--- config.mk ---
export PLATFORM = sky130hd
export DESIGN_NAME = bnn_dense_seq
export DESIGN_NICKNAME = d
export VERILOG_FILES = /design/src/rtl/bnn_dense_seq.sv
export SDC_FILE = /design/constraint.sdc
export NUM_CORES = 1
export LEC_CHECK = 0
export BUFFER_PORTS_ARGS = -buffer_cell sky130_fd_sc_hd__buf_2
export CAP_MARGIN = 20
export CORE_MARGIN = 2
export CORE_UTILIZATION = 45
export CTS_CLUSTER_SIZE = 12
export DETAILED_ROUTE_END_ITERATION = 10
export HOLD_SLACK_MARGIN = 0.15
export PLACE_DENSITY_LB_ADDON = 0.15
export SETUP_SLACK_MARGIN = 0.15
export SLEW_MARGIN = 40
export SYNTH_ARGS = -nofsm -noshare
export SYNTH_HDL_FRONTEND = slang
export SYNTH_SLANG_ARGS = --single-unit
--- constraint.sdc ---
create_clock -name clk -period 5.6 [get_ports clk]
set_input_delay 0.28 -clock clk [delete_from_list [all_inputs] [get_ports clk]]
set_output_delay 0.28 -clock clk [all_outputs]
set_load 0.03 [all_outputs]
--- src/rtl/bnn_dense_seq.sv ---
// bnn_dense_seq: chunked binarized dense layer, XNOR-popcount per neuron against a threshold
module bnn_dense_seq #(
   parameter int N_IN = 50,
   parameter int N_OUT = 10,
   parameter int CHUNK = 10,
   localparam int CW = $clog2(N_IN + 1),
   localparam int AW = N_OUT > 1 ? $clog2(N_OUT) : 1
) (
   input  logic             clk,
   input  logic             rst,
   input  logic [N_IN-1:0]  in_data,
   input  logic             in_valid,
   output logic             in_ready,
   output logic [N_OUT-1:0] out_data,
   output logic             out_valid,
   input  logic             out_ready,
   input  logic             cfg_we,
   input  logic [AW-1:0]    cfg_addr,
   input  logic [N_IN-1:0]  cfg_w,
   input  logic [CW-1:0]    cfg_th
);
   localparam int NCH = (N_IN + CHUNK - 1) / CHUNK;
   localparam int PW = NCH * CHUNK;
   localparam int IW = NCH > 1 ? $clog2(NCH) : 1;
   typedef enum logic [1:0] {IDLE, ACC, DONE} state_t;
   state_t state;
   logic [N_IN-1:0] w [N_OUT];
   logic [CW-1:0] th [N_OUT];
   logic [CW-1:0] acc [N_OUT];
   logic [CW-1:0] nacc [N_OUT];
   logic [PW-1:0] match [N_OUT];
   logic [CHUNK-1:0] seg [N_OUT];
   logic [N_IN-1:0] x;
   logic [IW-1:0] idx;
   assign in_ready = (state == IDLE) | (state == DONE & out_ready);
   // the mask zeroes the padding positions of the last partial chunk
   always_comb begin
      for (int j = 0; j < N_OUT; j++) begin
         match[j] = ~(PW'(w[j]) ^ PW'(x)) & PW'({N_IN{1'b1}});
         seg[j] = CHUNK'(match[j] >> (32'(idx) * CHUNK));
         nacc[j] = acc[j] + CW'($countones(seg[j]));
      end
   end
   always_ff @(posedge clk) begin
      if (rst) begin
         state <= IDLE;
         idx <= '0;
         out_data <= '0;
         out_valid <= 1'b0;
         for (int j = 0; j < N_OUT; j++) begin
            w[j] <= '0;
            th[j] <= '0;
            acc[j] <= '0;
         end
      end else begin
         if (state == IDLE && cfg_we && 32'(cfg_addr) < N_OUT) begin
            w[cfg_addr] <= cfg_w;
            th[cfg_addr] <= cfg_th;
         end
         if (state == ACC) begin
            for (int j = 0; j < N_OUT; j++) acc[j] <= nacc[j];
            idx <= idx + IW'(1);
            if (idx == IW'(NCH - 1)) begin
               for (int j = 0; j < N_OUT; j++) out_data[j] <= nacc[j] > th[j];
               out_valid <= 1'b1;
               state <= DONE;
            end
         end
         if (state == DONE && out_ready) begin
            out_valid <= 1'b0;
            state <= IDLE;
         end
         if (in_valid && in_ready) begin
            x <= in_data;
            idx <= '0;
            for (int j = 0; j < N_OUT; j++) acc[j] <= '0;
            state <= ACC;
         end
      end
   end
endmodule

==> metrics <==
drt total wl 120300 µm; post-route ant nets 0; worst reg-to-reg setup slack about 240 ps; status complete, no violations; register bit total from synthesis a little under 700; crit path cell chain clkinv_8, buf_16, buf_4, mux2i_1, o22ai_2, a21oi_2, fa_1, inv_1, fa_1, inv_1, fa_1, fa_1, inv_1, fa_1, a21o_1, a21oi_1, xnor2_1, ha_1, and3_1, o21ai_0, nand3_1, a32o_1; CTS Buffer Depth 3; relative slew slack 0.4035; Crit path required time roughly 6000 ps; DR WL/cell approximately 26 µm; HP Class input pin to flop; CP peak stage delay between 500 and 600 ps; # diodes 0; H-tree depth 3; number of fillers in the final layout 6978; largest net degree at the start of global routing 61; R2R depth 22; Post-synth EDFFs 670; CTS tree done; # DRC 0; WS Path Type flop to flop; worst path arrival time 5880 ps; Synth Net Count 3565; vias per cell 5.555; final hold slack ~190 ps; synth unique cells 49; max cap viols 0; min cycle time layout 5363 ps; share of cells above drive strength 1 0.1557; Critical-path top delay cell fa_1; fmax about 190 MHz; switching power total 5.836 mW; antenna violations before repair 0; starting density of the core 0.4557; ranking of synthesized cells by area edfxtp_1, xnor2_1, nor2_1, xor2_1, fa_1; Flop pwr share 0.358; Yosys Warn Count 0; setup TNS 0 ps; Layout area overhead 17.45%; Reg2Reg Capture Point out_data[6]; Final nets 3823; ys flop type edfxtp_1; finished layout cell area about 43000 µm²; Final Setup Violations 0; hpwl dp between 70000 and 80000 µm; Total GRT Usage 0.2789; die width roughly 290 µm; Worst-path clk slew about 60 ps; Clk Latency, worst-skew pair around 640 ps; critical path capture point out_data[6]; register area 20450 µm²; input/output buffers 126; Fin. Hold Viols 0; area of the multi-input gates approximately 15000 µm²; first-pass GRT wire length 171500 µm; Yosys top cell area share 0.5464; Comb power frac 0.362; static leakage 16.80 nW; Initial DRC Count between 2000 and 3000; ys async rst share 0; root buf cell clkbuf_16; CTS Buf Count between 70 and 80; Worst Setup SP idx[0]; clk_skew between 30 and 40 ps; Mapped Area 36820 µm²; Power Internal between 10 and 15 mW; final slew viol count 0; drt first pass iters 8; Die ar. ~84000 µm²; clk sinks 686; Syn Inst Count about 3300; gr ovfl total 0; Die Ht roughly 290 µm; Clock Power Share 0.280; RSZ-0062 raised after global routing true; Yosys top cell by area edfxtp_1; actual slew at the worst max-slew pin between 800 and 900 ps; via count 25799; Crit. End Element flop; Worst VDD drop roughly 0.22 mV; Max FO, Critical Path 8; core area 80810 µm²; crit start category flop; placement-stage cell area ~39000 µm²; gp weighted congestion 0.9321; power per standard cell area between 300 and 400 nW/µm²; number of global-route vias before repair 25149; Top Ports approximately 130; worst r2r src idx[0]; Tot Pwr approximately 17 mW; Site Rows around 100; Seq/Total Area, Yosys 0.5551; Mapped Avg Cell Area between 10 and 15 µm²; final period utilization 0.9576; Sw Ratio 0.3413; CP dominant cell by count fa_1
metal layers:
layer	vias up	track usage	wire [µm]
met4	0	0.1162	5116
met3	209	0.04343	8479
met1	12886	0.3852	51410
met2	1067	0.4404	55290
li1	11637	-	-
met5	-	0	0
Yosys cell counts, drive strengths merged (2+ instances only):
cell,n
ha,112
a41oi,4
a32o,4
nand2,197
xnor2,283
dfxtp,16
xor2,231
and3,6
nand2b,15
a21o,20
o21ai,126
a21oi,122
nor2,637
clkbuf,134
inv,212
a31o,9
nor3b,7
a21boi,7
nand3b,2
fa,70
nor3,30
buf,58
nand3,20
o2111ai,10
edfxtp,670
nand4,15
a211oi,6
o22ai,74
mux2i,74
nor2b,26
o21a,21
nor4b,11
a41o,2
o211ai,27
worst max-delay path, delay by kind of cell, from the launching register on:
| kind | cells | cell delay [ps] |
|---|---|---|
| fa+ha+maj | 6 | 2510 |
| simple gates | 2 | 330 |
| buf+inv | 6 | 620 |
| xor+xnor | 1 | 180 |
| compound gates | 6 | 1040 |
| flops | 1 | 400 |
| mux | 1 | 150 |
worst min-delay path by stage:
stage               slack, ps  cells past startpoint     endpoint        start
floorplan                 380                      1       idx[2]     in_valid
global placement          440                      2  out_data[1]  out_data[1]
detailed placement        440                      2  out_data[1]  out_data[1]
CTS                       150                      3      w[9][3]     cfg_w[3]
global route              200                      3     w[9][24]    cfg_w[24]
finish                    190                      3     w[9][24]    cfg_w[24]
area by class of cell:
cell class	count	area share
repair buffers	369	0.07013
well taps	1060	0.03067
multi-input cells	2177	0.3540
inverters	213	0.01878
clock buffers	98	0.04785
clock inverters	41	0.005815
flip-flops and latches	686	0.4728
placed cells by master (no fill, tap or decap), types with 14 or more instances in the layout:
master         count
edfxtp_1         670
nor2_1           634
xnor2_1          281
xor2_1           231
inv_1            208
nand2_1          154
buf_4            130
buf_2            125
ha_1             112
o21ai_0          101
a21oi_1           95
clkbuf_16         85
dlygate4sd3_1     84
mux2i_1           67
o22ai_1           57
fa_1              53
nand2_2           43
nor3_1            29
a21oi_2           27
o211ai_1          27
nor2b_1           25
o21a_1            21
o21ai_1           20
a21o_1            19
clkbuf_1          18
fa_2              17
clkinv_2          17
clkinv_1          16
o22ai_2           15
nand4_1           15
buf_12            15
nand3_1           14
sequential cells by signal, indices dropped and copies added, names as in the netlist:
name,count
idx,3
out_valid,1
th,60
acc,60
w,500
out_data,10
x,50
state,2
stage by stage:
step | util | instances | worst slack [ps]
final | 0.5352 | 4644 | 237.3
after detailed placement | 0.4836 | 4365 | 12.00
after floorplan | - | 3268 | 293.7
after global routing | 0.5352 | 4644 | 133.3
after CTS | 0.5249 | 4598 | 92.27
after global placement | 0.4829 | 4364 | -31.59
kinds of logic (layout without fill, tap and decap cells):
| family | Yosys count | count (layout) | synth area share |
|---|---|---|---|
| and+or+nand+nor | 973 | 973 | 0.1114 |
| buffers and inverters | 405 | 721 | 0.04465 |
| adders and majority gates | 182 | 182 | 0.07612 |
| AOI/OAI and AO/OA | 434 | 434 | 0.07034 |
| xor gates and xnor gates | 514 | 514 | 0.1223 |
| muxes | 74 | 74 | 0.02012 |
| DFF | 686 | 686 | 0.5551 |
power by group through the flow:
stage          combinational, mW  sequential [mW]  clock [mW]
2_1_floorplan               3.99             6.16           0
3_3_place_gp                5.50             6.24           0
3_5_place_dp                5.75             6.24           0
4_1_cts                     5.86             6.14        4.84
5_1_grt                     6.75             6.16        5.03
6_report                    6.18             6.13        4.79
what timing repair did:
item,4_1_cts,5_1_grt
hold buffers,84,0
cloned,0,5
pin swaps,1,29
gates resized for setup,17,114
buffers inserted,10,40
setup endpoints to repair,8,10
endpoints found under the hold margin,289,0
Note: power is estimated with default switching activity, not from simulation.
